$ cat config.mk
export PLATFORM = sky130hd
export DESIGN_NAME = hazard_ctrl
export DESIGN_NICKNAME = d
export VERILOG_FILES = /design/src/rtl/hazard_ctrl.sv
export SDC_FILE = /design/constraint.sdc
export NUM_CORES = 1
export LEC_CHECK = 0
export ABC_CLOCK_PERIOD_IN_PS = 2300
export CAP_MARGIN = 20
export CORE_UTILIZATION = 34
export CTS_CLUSTER_DIAMETER = 120
export DETAILED_ROUTE_END_ITERATION = 6
export PLACE_DENSITY = 0.8
export SETUP_SLACK_MARGIN = 0.05
export SLEW_MARGIN = 20
export SYNTH_ARGS = -nofsm -noshare
export SYNTH_HDL_FRONTEND = slang
export SYNTH_SLANG_ARGS = --single-unit
export TNS_END_PERCENT = 5
$ cat constraint.sdc
create_clock -name clk_i -period 2.3 [get_ports clk_i]
set_input_delay 0.23 -clock clk_i [delete_from_list [all_inputs] [get_ports clk_i]]
set_output_delay 0.23 -clock clk_i [all_outputs]
set_load 0.05 [all_outputs]
$ cat src/rtl/hazard_ctrl.sv
// hazard_ctrl: stall/flush/forwarding controller for the 5-stage MIPS pipeline.
// It tracks D-cache miss waits (RUN/DWAIT) and a busy counter for the
// multi-cycle mult/div unit. All outputs are combinational from state and inputs.
// Optional build macro HAZARD_PERF_CNT_EN adds stall_cycles_o / flush_count_o.
module hazard_ctrl #(
    parameter int  MD_LATENCY = 8,
    localparam int CNT_W      = $clog2(MD_LATENCY + 1)
) (
    input  logic       clk_i,
    input  logic       rst_i,
    input  logic [4:0] rs_d_i,
    input  logic [4:0] rt_d_i,
    input  logic [4:0] rs_e_i,
    input  logic [4:0] rt_e_i,
    input  logic [4:0] write_reg_e_i,
    input  logic       reg_write_e_i,
    input  logic       mem_to_reg_e_i,
    input  logic [4:0] write_reg_m_i,
    input  logic       reg_write_m_i,
    input  logic       mem_to_reg_m_i,
    input  logic [4:0] write_reg_w_i,
    input  logic       reg_write_w_i,
    input  logic       branch_d_i,
    input  logic       pc_src_d_i,
    input  logic       md_start_e_i,
    input  logic       md_use_d_i,
    input  logic       imem_ready_i,
    input  logic       dmem_req_m_i,
    input  logic       dmem_ready_i,
    output logic       stall_f_o,
    output logic       stall_d_o,
    output logic       stall_e_o,
    output logic       stall_m_o,
    output logic       stall_w_o,
    output logic       flush_d_o,
    output logic       flush_e_o,
    output logic       fwd_a_d_o,
    output logic       fwd_b_d_o,
    output logic [1:0] fwd_a_e_o,
    output logic [1:0] fwd_b_e_o,
    output logic       md_busy_o
`ifdef HAZARD_PERF_CNT_EN
    ,
    output logic [31:0] stall_cycles_o,
    output logic [31:0] flush_count_o
`endif
);

    typedef enum logic {RUN, DWAIT} state_t;

    state_t           state_q, state_d;
    logic [CNT_W-1:0] md_cnt_q, md_cnt_d;

    logic freeze, lw_stall, br_stall, md_stall, i_stall, hazard;

    // Register $0 is hardwired to zero, so it never creates a dependency.
    function automatic logic hit(input logic [4:0] wr, input logic [4:0] src);
        return (wr != 5'd0) && (wr == src);
    endfunction

    // Hazard detection terms
    always_comb begin
        freeze   = dmem_req_m_i & ~dmem_ready_i;
        lw_stall = mem_to_reg_e_i & (hit(write_reg_e_i, rs_d_i) | hit(write_reg_e_i, rt_d_i));
        br_stall = branch_d_i &
                   ((reg_write_e_i  & (hit(write_reg_e_i, rs_d_i) | hit(write_reg_e_i, rt_d_i))) |
                    (mem_to_reg_m_i & (hit(write_reg_m_i, rs_d_i) | hit(write_reg_m_i, rt_d_i))));
        md_stall = md_use_d_i & (md_cnt_q != '0);
        i_stall  = ~imem_ready_i;
        hazard   = lw_stall | br_stall | md_stall | i_stall;
    end

    // Output decode: reset forces everything low; a cache freeze overrides hazards
    always_comb begin
        stall_f_o = 1'b0;
        stall_d_o = 1'b0;
        stall_e_o = 1'b0;
        stall_m_o = 1'b0;
        stall_w_o = 1'b0;
        flush_d_o = 1'b0;
        flush_e_o = 1'b0;
        fwd_a_d_o = 1'b0;
        fwd_b_d_o = 1'b0;
        fwd_a_e_o = 2'b00;
        fwd_b_e_o = 2'b00;
        md_busy_o = 1'b0;
        if (!rst_i) begin
            fwd_a_d_o = reg_write_m_i & hit(write_reg_m_i, rs_d_i);
            fwd_b_d_o = reg_write_m_i & hit(write_reg_m_i, rt_d_i);
            if (reg_write_m_i & hit(write_reg_m_i, rs_e_i))      fwd_a_e_o = 2'b10;
            else if (reg_write_w_i & hit(write_reg_w_i, rs_e_i)) fwd_a_e_o = 2'b01;
            if (reg_write_m_i & hit(write_reg_m_i, rt_e_i))      fwd_b_e_o = 2'b10;
            else if (reg_write_w_i & hit(write_reg_w_i, rt_e_i)) fwd_b_e_o = 2'b01;
            md_busy_o = (md_cnt_q != '0);
            if (freeze) begin
                stall_f_o = 1'b1;
                stall_d_o = 1'b1;
                stall_e_o = 1'b1;
                stall_m_o = 1'b1;
                stall_w_o = 1'b1;
            end else if (hazard) begin
                stall_f_o = 1'b1;
                stall_d_o = 1'b1;
                flush_e_o = 1'b1;
            end
            // A stalled redirect is simply retried once the hazard clears.
            flush_d_o = pc_src_d_i & ~stall_d_o & ~freeze;
        end
    end

    // Next state for the D-cache wait FSM and the mult/div busy counter
    always_comb begin
        state_d  = state_q;
        md_cnt_d = md_cnt_q;
        case (state_q)
            RUN:     if (freeze)       state_d = DWAIT;
            DWAIT:   if (dmem_ready_i) state_d = RUN;
            default: state_d = RUN;
        endcase
        // An issue during a freeze is held in E and re-issued later, so ignore it.
        if (md_start_e_i & ~freeze) md_cnt_d = CNT_W'(MD_LATENCY);
        else if (md_cnt_q != '0)    md_cnt_d = md_cnt_q - 1'b1;
    end

    // State and counter registers
    always_ff @(posedge clk_i) begin
        if (rst_i) begin
            state_q  <= RUN;
            md_cnt_q <= '0;
        end else begin
            state_q  <= state_d;
            md_cnt_q <= md_cnt_d;
        end
    end

`ifdef HAZARD_PERF_CNT_EN
    logic [31:0] stall_cycles_q, stall_cycles_d;
    logic [31:0] flush_count_q, flush_count_d;

    // Free-running event counters, wrapping at 2^32
    always_comb begin
        stall_cycles_d = stall_cycles_q + 32'(stall_f_o);
        flush_count_d  = flush_count_q + 32'(flush_d_o | flush_e_o);
    end

    // Performance counter registers
    always_ff @(posedge clk_i) begin
        if (rst_i) begin
            stall_cycles_q <= '0;
            flush_count_q  <= '0;
        end else begin
            stall_cycles_q <= stall_cycles_d;
            flush_count_q  <= flush_count_d;
        end
    end

    assign stall_cycles_o = stall_cycles_q;
    assign flush_count_o  = flush_count_q;
`else
    // Performance counters are not built in this configuration.
`endif

endmodule

==> impl_metrics.py, run 1 <==
metrics = {
    "run_status": {
        "run_status": "finished, final reports clean",
    },
    "floorplan": {
        "die_area_um2": 2710,
        "io_pins": 63,
        "die_h_um": 52.1,
        "floorplan.core_area_um2": 2300,
        "num_rows": 17,
        "die-width_um": 52.1,
        "floorplan.initialDensity_pct": 37.1,
    },
    "timing": {
        "rsz0062_at_grt": "true",
        "timing.fmax_ghz": 0.446,
        "worst_slew_pin_slew_ns": 0.482,
        "finalCriticalPeriod_ns": 2.24,
        "final_min_period_over_clock_period_pct": 97.4,
        "finalHoldViolCount": 0,
        "maxSlewHeadroom_pct": 68.0,
        "setup_viol_count_final": 0,
        "report.final.slew_viol_count": 0,
        "finalClockSkew_ns": 0.000375,
        "fin_tns_setup_ns": 0,
    },
    "job": {
        "drv.max_cap_violation_count": 0,
    },
    "clocking": {
        "clk_root_buffer_cell": "sky130_fd_sc_hd__clkbuf_4",
        "cts-buffers-inserted": 3,
        "ctsHtreeMaxLevel": 1,
        "clock_tree.buffer_depth": 2,
        "path_clk_slew_ns": 0.04,
        "cts_sinks": 4,
        "worst_skew_pair.late_latency_ns": 0.23,
        "cts-hold-fix-buffers": 0,
        "clock_tree_from_tritoncts": "built",
    },
    "global_routing": {
        "grt_pass1_wl_um": 4520,
        "grt.total_usage_pct": 22.6,
        "grt_util_met3_pct": 4.68,
        "grt_start_max_net_pins": 11,
        "grt.overflow.total": 0,
        "global_route.peak_usage_layer": "met2",
        "global_routing_met2_resource_utilization_pct": 42.1,
        "antenna_found_initial": 0,
        "met1_usage_in_global_routing_pct": 25.3,
        "via_count_of_the_first_global_routing_pass": 1012,
    },
    "finish": {
        "regMostFlops": "md_cnt_q",
        "mostFrequentLayoutCell": "sky130_fd_sc_hd__clkdlybuf4s50_1",
        "antenna-diode-count": 0,
        "syn2layout_area_growth_pct": 98.7,
        "finish.net_count": 228,
        "biggestRegsByFlops": "md_cnt_q x4",
        "largest_register_ff_count": 4,
        "mostFrequentLayoutCells": "sky130_fd_sc_hd__clkdlybuf4s50_1, sky130_fd_sc_hd__xnor2_1, sky130_fd_sc_hd__xor2_1",
        "design_area_um2": 1700,
        "drive_gt1_share_pct": 19.9,
    },
    "power_and_ir_drop": {
        "finalPower_mw": 0.641,
        "power.static_leakage_nw": 0.660,
        "swShare_pct": 41.0,
        "power_switching_mw": 0.263,
        "power.density_cell_area_nw_per_um2": 378,
        "maximum_vdd_ir_drop_v": 0.000355,
        "share_seq_of_total_power_pct": 15.2,
        "cellInternalPower_mw": 0.379,
        "clock_power_share_pct": 13.6,
        "combPwrFrac_pct": 71.2,
    },
    "yosys": {
        "synth_area_leader_cell": "sky130_fd_sc_hd__xnor2_1",
        "synth_top_cells_by_area": "sky130_fd_sc_hd__xnor2_1, sky130_fd_sc_hd__xor2_1, sky130_fd_sc_hd__dfxtp_1",
        "post_synth_instance_area_um2": 853,
        "area_fraction_in_compound_gates_after_synthesis_pct": 7.77,
        "synthesis.yosys.warnings": 0,
        "part_of_the_yosys_area_used_for_sequential_elements_pct": 9.38,
        "syn_inst": 116,
        "share_of_cell_area_taken_by_muxes_after_synthesis_pct": 1.32,
        "synthesis.area_per_instance_um2": 7.36,
        "post_synth_and_or_nand_nor_area_fraction_pct": 30.1,
        "combinational_family_with_the_most_area_after_synthesis": "XOR/XNOR gates",
        "synth_fp_nets": 166,
        "post-synth-top-area-fraction_pct": 21.6,
        "library_cells_used_by_synthesis": 29,
        "xor_xnor_portion_of_the_synthesized_cell_area_pct": 42.1,
        "synth-seq-cells": 4,
        "yosys.area_share.adder_pct": 1.47,
    },
    "worst_setup_path": {
        "worst-endpoint-required_ns": 2.07,
        "ff2ff_setup_slack_ns": 0.85,
        "slowest_stage": "sky130_fd_sc_hd__or4_4",
        "timing.rr.end": "md_cnt_q[0]",
        "critPathMaxFanout": 2,
        "worstPathCellList": "clkdlybuf4s50_1, nor2b_1, o21ai_1, or4_4, nor4_4, buf_12",
        "timing.critical_path.slowest_cell_delay_ns": 0.56,
        "r2r_cells": 6,
        "cp_data_arrival_time_ns": 2.01,
        "critPathKind": "in -> out",
        "cp-start-kind": "input pin",
        "worstSetupEndpointType": "output pin",
        "critical_path.reg2reg.startpoint": "md_cnt_q[0]",
    },
    "placed_design": {
        "gp_routability_congestion": 0.826,
        "hpwl_um": 2520,
        "dpl_cell_area_um2": 1570,
        "portBuffers": 62,
    },
    "hold_path": {
        "hp-start": "md_cnt_q[1]",
        "hold_crit_endpoint": "md_cnt_q[1]",
        "hp-class": "reg -> reg",
        "holdPathStages": 2,
    },
    "route": {
        "dr.pass1.iters": 4,
        "post_drt_wl_per_cell_um": 14.7,
        "dr_total_vias": 1035,
        "via_per_inst": 5.07,
        "number_of_violations_reported_at_the_end_of_detailed_routing_iteration_0": 23,
        "drc_violations_left": 0,
        "ant_nets": 0,
        "routed_wirelength_um": 3000,
    },
}
[kinds of logic after synthesis]
logic type | after synthesis
xor gates and xnor gates | 41
buffers and inverters | 13
and+or+nand+nor | 45
DFF | 4
AOI/OAI and AO/OA | 11
adders and majority gates | 1
muxes | 1
[Yosys cell counts, drive strengths merged]
cell	instances
or3	1
a21o	1
clkbuf	1
nand2	8
inv	3
a31oi	1
nand3	7
or3b	1
and4bb	1
nor2	6
a21oi	6
mux2	1
dfxtp	4
or4	3
xnor2	21
buf	9
ha	1
nor2b	4
xor2	20
nor3	7
nor4	4
o22ai	1
o21ai	1
a211oi	1
nand2b	3
[worst max-delay path by stage]
stage / start / to
floorplan: md_cnt_q[0] / stall_f_o
CTS: write_reg_m_i[0] / fwd_b_e_o[1]
global placement: write_reg_m_i[0] / fwd_b_e_o[1]
global route: write_reg_m_i[4] / stall_d_o
detailed placement: write_reg_m_i[0] / fwd_a_e_o[1]
finish: reg_write_w_i / fwd_b_e_o[0]
[worst max-delay path, delay by kind of cell]
kind	cells	cell delay [ns]
simple gates	3	1.05
buf+inv	2	0.63
compound gates	1	0.10
[repair_timing]
item	CTS	global route
endpoints found under the setup margin	3	8
endpoints found under the hold margin	0	0
buffers inserted	0	1
pin swaps	0	3
resized for setup	3	18
[metal layers]
| metal | vias to the layer above | part of all wire [%] |
|---|---|---|
| met3 | 4 | 4.8 |
| met2 | 41 | 53 |
| met4 | 0 | 0.80 |
| met1 | 483 | 41 |
| met5 | - | 0 |
| li1 | 507 | - |
[layout make-up]
cell class	count	area, µm²
multi-input cells	99	793
flip-flops and latches	4	80.1
well taps	28	35.0
repair buffers	67	753
fillers	173	602
clock buffers	3	22.5
inverters	3	11.3
[stage by stage]
step                utilization, %  hold WS [ns]  std cells  setup slack (ns)
finish                        73.8         0.510        204            0.0603
global route                  73.8         0.557        204           -0.0205
CTS                           69.6         0.501        203            0.0466
detailed placement            68.3         0.496        200            0.0173
global placement              68.3         0.489        200            0.0897
floorplan                        -         0.390        116             0.131
[power groups by stage]
stage | logic [mW] | clock network (mW) | registers, mW
after floorplan | 0.244 | 0 | 0.0953
after global placement | 0.396 | 0 | 0.0970
after detailed placement | 0.413 | 0 | 0.0979
after CTS | 0.420 | 0.0900 | 0.0972
after global routing | 0.486 | 0.0949 | 0.0992
final | 0.456 | 0.0875 | 0.0972
Note: power is estimated with default switching activity, not from simulation.
==> inputs of run 2 (changes only) <==
Settings changed: ABC_CLOCK_PERIOD_IN_PS 2300 to 2200, CTS_CLUSTER_DIAMETER 120 to 150, TNS_END_PERCENT 5 to 1.
Clock period 2.3 ns to 2.2 ns, I/O delays scaled along.
==> run 2 against run 1 <==
Effect of this change:
- highest routed layer unchanged
- critical path depth unchanged
- final cell count increased by 2.5%
- clock power grew 11%
- critical endpoint unchanged
- wire length grew 8.7%
- design area up 6.5%
- critical path type unchanged
- largest cell class unchanged
- clock skew increased by 0.0069 ns
- worst setup slack lost 0.041 ns
- worst hold slack improved by 0.0096 ns
- register-to-register slack about the same
- non-clock buffer count increased by 5
==> impl_metrics.py, run 2 (same netlist as run 1, synthesis figures left out) <==
metrics = {
    "power_and_ir_drop": {
        "power.density_cell_area_nw_per_um2": 399,
        "clock_power_share_pct": 13.4,
        "maximum_vdd_ir_drop_v": 0.000540,
        "power_switching_mw": 0.297,
        "power.static_leakage_nw": 0.679,
        "combPwrFrac_pct": 71.8,
        "cellInternalPower_mw": 0.424,
        "share_seq_of_total_power_pct": 14.8,
        "finalPower_mw": 0.721,
        "swShare_pct": 41.2,
    },
    "clocking": {
        "clk_root_buffer_cell": "sky130_fd_sc_hd__clkbuf_4",
        "cts-buffers-inserted": 3,
        "ctsHtreeMaxLevel": 1,
        "worst_skew_pair.late_latency_ns": 0.24,
        "path_clk_slew_ns": 0.04,
        "cts_sinks": 4,
        "clock_tree_from_tritoncts": "built",
        "cts-hold-fix-buffers": 0,
        "clock_tree.buffer_depth": 2,
    },
    "placed_design": {
        "dpl.cell_count": 204,
        "detailedPlace.worstSlack_ns": -0.0866,
        "gp_routability_congestion": 0.817,
        "portBuffers": 62,
        "hpwl_um": 2580,
    },
    "global_routing": {
        "grt_start_max_net_pins": 11,
        "via_count_of_the_first_global_routing_pass": 1104,
        "grt_pass1_wl_um": 5020,
        "grt.total_usage_pct": 25.0,
        "grt.overflow.total": 0,
        "antenna_found_initial": 0,
    },
    "floorplan": {
        "floorplan.core_area_um2": 2300,
        "floorplan.initialDensity_pct": 37.1,
        "die-width_um": 52.1,
        "num_rows": 17,
        "die_area_um2": 2710,
        "die_h_um": 52.1,
        "io_pins": 63,
    },
    "timing": {
        "worst_slew_pin_slew_ns": 0.558,
        "final_min_period_over_clock_period_pct": 99.1,
        "finalHoldViolCount": 0,
        "rsz0062_at_grt": "true",
        "report.final.slew_viol_count": 0,
        "finalHoldWorstSlack_ns": 0.519,
        "maxSlewHeadroom_pct": 62.7,
        "timing.fmax_ghz": 0.459,
        "finalClockSkew_ns": 0.00726,
        "fin_tns_setup_ns": 0,
        "setup_viol_count_final": 0,
        "finalCriticalPeriod_ns": 2.18,
        "postLayoutSetupSlackWorst_ns": 0.0192,
    },
    "route": {
        "number_of_violations_reported_at_the_end_of_detailed_routing_iteration_0": 7,
        "routed_wirelength_um": 3260,
        "post_drt_wl_per_cell_um": 15.6,
        "ant_nets": 0,
        "via_per_inst": 5.07,
        "drc_violations_left": 0,
        "dr_total_vias": 1060,
        "dr.pass1.iters": 4,
    },
    "worst_setup_path": {
        "ff2ff_setup_slack_ns": 0.84,
        "cp-start-kind": "input pin",
        "critPathMaxFanout": 3,
        "worstSetupEndpointType": "output pin",
        "worst-endpoint-required_ns": 1.98,
        "critPathKind": "in -> out",
        "cp_data_arrival_time_ns": 1.96,
    },
    "finish": {
        "largest_register_ff_count": 4,
        "number_of_filler_cells_placed_in_the_layout": 160,
        "finish.net_count": 233,
        "post_layout_nonfiller_instances": 209,
        "drive_gt1_share_pct": 27.6,
        "mostFrequentLayoutCells": "sky130_fd_sc_hd__clkdlybuf4s50_1, sky130_fd_sc_hd__xnor2_1, sky130_fd_sc_hd__xor2_1",
        "biggestRegsByFlops": "md_cnt_q x4",
        "regMostFlops": "md_cnt_q",
        "syn2layout_area_growth_pct": 112,
        "mostFrequentLayoutCell": "sky130_fd_sc_hd__clkdlybuf4s50_1",
        "antenna-diode-count": 0,
    },
    "hold_path": {
        "hp-class": "reg -> reg",
    },
    "job": {
        "drv.max_cap_violation_count": 0,
    },
    "run_status": {
        "run_status": "finished, final reports clean",
    },
}
==> run 2: power groups by stage <==
stage / registers (mW) / clock network, mW / logic [mW]
after global routing: 0.109 / 0.101 / 0.553
final: 0.107 / 0.0969 / 0.518
after floorplan: 0.0997 / 0 / 0.258
after CTS: 0.102 / 0.0952 / 0.487
after detailed placement: 0.103 / 0 / 0.442
after global placement: 0.102 / 0 / 0.428
==> run 2: final timing paths <==
kind	endpoint	cells after the start	from
worst max register to register	md_cnt_q[1]	5	md_cnt_q[1]
worst min register to register	md_cnt_q[1]	2	md_cnt_q[1]
worst min-delay path	md_cnt_q[1]	2	md_cnt_q[1]
worst max-delay path	fwd_b_e_o[0]	6	write_reg_w_i[4]
==> run 2: layout make-up <==
| cell class | instances | area [µm²] | share of cell area, % |
|---|---|---|---|
| multi-input cells | 99 | 836 | 46.3 |
| clock buffers | 3 | 22.5 | 1.25 |
| flip-flops and latches | 4 | 82.6 | 4.57 |
| repair buffers | 72 | 818 | 45.3 |
| well taps | 28 | 35.0 | 1.94 |
| inverters | 3 | 11.3 | 0.624 |
==> run 2: timing repair <==
item | in CTS | in global routing
setup endpoints to repair | 8 | 10
gates resized for setup | 13 | 15
pin swaps | 0 | 5
endpoints found under the hold margin | 0 | 0
setup buffers | 2 | 0
==> run 2: per-layer routing <==
metal  vias up  GRT usage [%]  part of all wire (%)
met1       501           27.7                    41
met4         0           7.21                   1.2
met2        35           47.4                    54
met5         -              0                     0
met3         6           4.39                   4.5
li1        518              -                     -
==> run 2: critical path, cell delays in order <==
cell,delay [ns]
sky130_fd_sc_hd__clkdlybuf4s50_1,0.54
sky130_fd_sc_hd__or4_1,0.14
sky130_fd_sc_hd__o21ai_1,0.07
sky130_fd_sc_hd__or4_1,0.59
sky130_fd_sc_hd__nor4_4,0.22
sky130_fd_sc_hd__buf_12,0.18
==> run 2: metrics by stage <==
stage,cell area [µm²],util (%)
after global placement,1640,71.5
after floorplan,868,-
after detailed placement,1640,71.5
after global routing,1810,78.6
final,1810,78.6
after CTS,1750,76.1
==> inputs of run 3 (changes only) <==
Settings changed: ABC_AREA from default to 1, CORE_UTILIZATION 34 to 37.
==> run 3 against run 2 <==
Effect of this change:
- register-to-register slack better by 0.14 ns
- combinational power down 12%
- sequential power fell by 6%
- count of clock-buffer cells in the layout stayed put
- worst hold slack lost 0.046 ns
- global-route usage shrank 5.7 points
- final cell count is 29% higher
- worst setup slack improved by 0.19 ns
- die area is 11% higher
- utilization fell by 7.6 points
- flip-flop and latch count unchanged
- critical endpoint is now flush_d_o
- highest routed layer unchanged
==> impl_metrics.py, run 3 <==
metrics = {
    "run_status": {
        "run_status": "finished, final reports clean",
    },
    "worst_setup_path": {
        "setup.worst_path.end": "flush_d_o",
        "ff2ff_setup_slack_ns": 0.98,
        "worstSetupEndpointType": "output pin",
        "worst_setup_path_startpoint": "md_cnt_q[0]",
        "timing.critical_path.slowest_cell_delay_ns": 0.30,
        "slowest_stage": "sky130_fd_sc_hd__dfxtp_1",
        "critical_path.reg2reg.startpoint": "md_cnt_q[0]",
        "cp-start-kind": "flop",
        "worstPathCellList": "inv_2, ha_1, nand2_1, nor2_2, inv_1, a21boi_4, nand3_2, nor2_1, buf_12",
        "worst-endpoint-required_ns": 1.98,
        "r2r_cells": 6,
        "critical_path.top_delay_family": "simple AND/OR/NAND/NOR gates",
        "critPathKind": "reg -> out",
        "timing.rr.end": "md_cnt_q[1]",
        "crit_cells": 9,
        "cp_data_arrival_time_ns": 1.78,
        "path_buf_inv": 3,
        "critPathMaxFanout": 4,
    },
    "yosys": {
        "synth-seq-cells": 4,
        "synthesis.yosys.warnings": 0,
        "synth_commonest_cells": "sky130_fd_sc_hd__nand2_1, sky130_fd_sc_hd__inv_1, sky130_fd_sc_hd__nor2_1",
        "syn_inst": 178,
        "library_cells_used_by_synthesis": 30,
        "part_of_the_yosys_area_used_for_sequential_elements_pct": 7.77,
        "synth_area_leader_cell": "sky130_fd_sc_hd__nand2_1",
        "postSynth.topFlopCell": "sky130_fd_sc_hd__dfxtp_1",
        "synth_top_cells_by_area": "sky130_fd_sc_hd__nand2_1, sky130_fd_sc_hd__xnor2_1, sky130_fd_sc_hd__inv_1",
        "synth_fp_nets": 228,
        "synth_enable_flop_cells": 0,
        "synth_async_sr_flop_share_pct": 0,
        "post-synth-top-area-fraction_pct": 16.7,
        "synthesis.area_per_instance_um2": 5.79,
        "post_synth_instance_area_um2": 1030,
        "cell_with_the_most_instances_after_synthesis": "sky130_fd_sc_hd__nand2_1",
    },
    "finish": {
        "syn2layout_area_growth_pct": 75.2,
        "finish.net_count": 291,
        "antenna-diode-count": 0,
        "mostFrequentLayoutCells": "sky130_fd_sc_hd__nand2_1, sky130_fd_sc_hd__clkdlybuf4s50_1, sky130_fd_sc_hd__inv_1",
        "number_of_filler_cells_placed_in_the_layout": 241,
        "drive_gt1_share_pct": 15.1,
        "regMostFlops": "md_cnt_q",
        "multi_input_comb_area_um2": 766,
        "mostFrequentLayoutCell": "sky130_fd_sc_hd__nand2_1",
        "biggestRegsByFlops": "md_cnt_q x4",
        "largest_register_ff_count": 4,
        "design_area_um2": 1810,
        "area_occupied_by_registers_um2": 80.1,
    },
    "route": {
        "dr_total_vias": 1294,
        "ant_nets": 0,
        "dr.pass1.iters": 4,
        "via_per_inst": 4.81,
        "number_of_violations_reported_at_the_end_of_detailed_routing_iteration_0": 32,
        "drc_violations_left": 0,
        "routed_wirelength_um": 2760,
        "post_drt_wl_per_cell_um": 10.2,
    },
    "clocking": {
        "post_cts_resized": 0,
        "ctsHtreeMaxLevel": 1,
        "cts_setup_buffers": 0,
        "cts_sinks": 4,
        "clock_tree_from_tritoncts": "built",
        "clock_tree.buffer_depth": 2,
        "worst_skew_pair.late_latency_ns": 0.24,
        "cts-hold-fix-buffers": 0,
        "path_clk_slew_ns": 0.03,
        "clk_root_buffer_cell": "sky130_fd_sc_hd__clkbuf_4",
        "cts-buffers-inserted": 3,
    },
    "timing": {
        "report.final.slew_viol_count": 0,
        "setup_viol_count_final": 0,
        "final_min_period_over_clock_period_pct": 90.7,
        "finalCriticalPeriod_ns": 2.00,
        "worst_slew_pin_slew_ns": 0.353,
        "rsz0062_at_grt": "false",
        "timing.fmax_ghz": 0.501,
        "postLayoutSetupSlackWorst_ns": 0.204,
        "finalHoldWorstSlack_ns": 0.473,
        "maxSlewHeadroom_pct": 76.4,
        "finalHoldViolCount": 0,
        "fin_tns_setup_ns": 0,
        "finalClockSkew_ns": 0.00466,
    },
    "floorplan": {
        "io_pins": 63,
        "die_area_um2": 3000,
        "die-width_um": 54.8,
        "floorplan.core_area_um2": 2540,
        "num_rows": 18,
        "floorplan.initialDensity_pct": 40.5,
        "die_h_um": 54.8,
    },
    "placed_design": {
        "detailedPlace.worstSlack_ns": 0.109,
        "portBuffers": 62,
        "gp_routability_congestion": 0.867,
        "dpl_cell_area_um2": 1770,
        "hpwl_um": 2480,
    },
    "global_routing": {
        "grt.overflow.total": 0,
        "via_count_of_the_first_global_routing_pass": 1135,
        "grt_start_max_net_pins": 9,
        "antenna_found_initial": 0,
        "grt_pass1_wl_um": 4180,
        "grt.total_usage_pct": 19.4,
    },
    "power_and_ir_drop": {
        "finalPower_mw": 0.651,
        "power.static_leakage_nw": 0.868,
        "power.density_cell_area_nw_per_um2": 360,
        "maximum_vdd_ir_drop_v": 0.000454,
    },
    "hold_path": {
        "hp-class": "reg -> reg",
    },
    "job": {
        "drv.max_cap_violation_count": 0,
    },
}
==> run 3: final cells by class <==
type | instances | share of cell area (%)
inverter | 30 | 6.23
clock buffer | 3 | 1.25
multi-input combinational | 136 | 42.4
tap | 30 | 2.08
sequential | 4 | 4.43
timing repair buffer | 66 | 43.6
==> run 3: cell families after synthesis <==
| family | share of synthesized area (%) |
|---|---|
| DFF | 7.77 |
| and+or+nand+nor | 43.0 |
| adders and majority gates | 1.21 |
| xor gates and xnor gates | 20.4 |
| AOI/OAI and AO/OA | 9.71 |
| buffers and inverters | 18.0 |
==> run 3: routing by layer <==
| layer | routed length (µm) | track usage, % |
|---|---|---|
| met5 | 0 | 0 |
| met4 | 38 | 7.69 |
| met3 | 260 | 5.28 |
| met2 | 1300 | 34.7 |
| met1 | 1160 | 21.1 |
==> run 3: through the flow <==
| stage | instances | util [%] |
|---|---|---|
| 4_1_cts | 269 | 70.6 |
| 5_1_grt | 269 | 71.0 |
| 3_5_place_dp | 266 | 69.7 |
| 6_report | 269 | 71.0 |
| 3_3_place_gp | 266 | 69.7 |
| 2_1_floorplan | 178 | - |
==> run 3: worst min-delay path by stage <==
stage	end	cells after the start	from
6_report	md_cnt_q[0]	2	md_cnt_q[0]
5_1_grt	md_cnt_q[1]	2	md_cnt_q[1]
4_1_cts	md_cnt_q[0]	2	md_cnt_q[0]
3_5_place_dp	md_cnt_q[0]	2	md_cnt_q[0]
3_3_place_gp	md_cnt_q[0]	2	md_cnt_q[0]
2_1_floorplan	md_cnt_q[3]	2	md_start_e_i
==> run 3: worst reg2reg max path: stages, from the launching register on <==
cell                       delay (ns)
sky130_fd_sc_hd__dfxtp_1         0.30
sky130_fd_sc_hd__inv_2           0.06
sky130_fd_sc_hd__ha_1            0.15
sky130_fd_sc_hd__nand2_1         0.09
sky130_fd_sc_hd__nor2_2          0.16
sky130_fd_sc_hd__inv_1           0.13
sky130_fd_sc_hd__a211oi_1        0.23
==> run 3: where the power goes <==
group / switching, mW / internal, mW / total [mW]
Sequential: 0.0101 / 0.0906 / 0.101
Combinational: 0.237 / 0.220 / 0.456
Clock: 0.0327 / 0.0611 / 0.0939
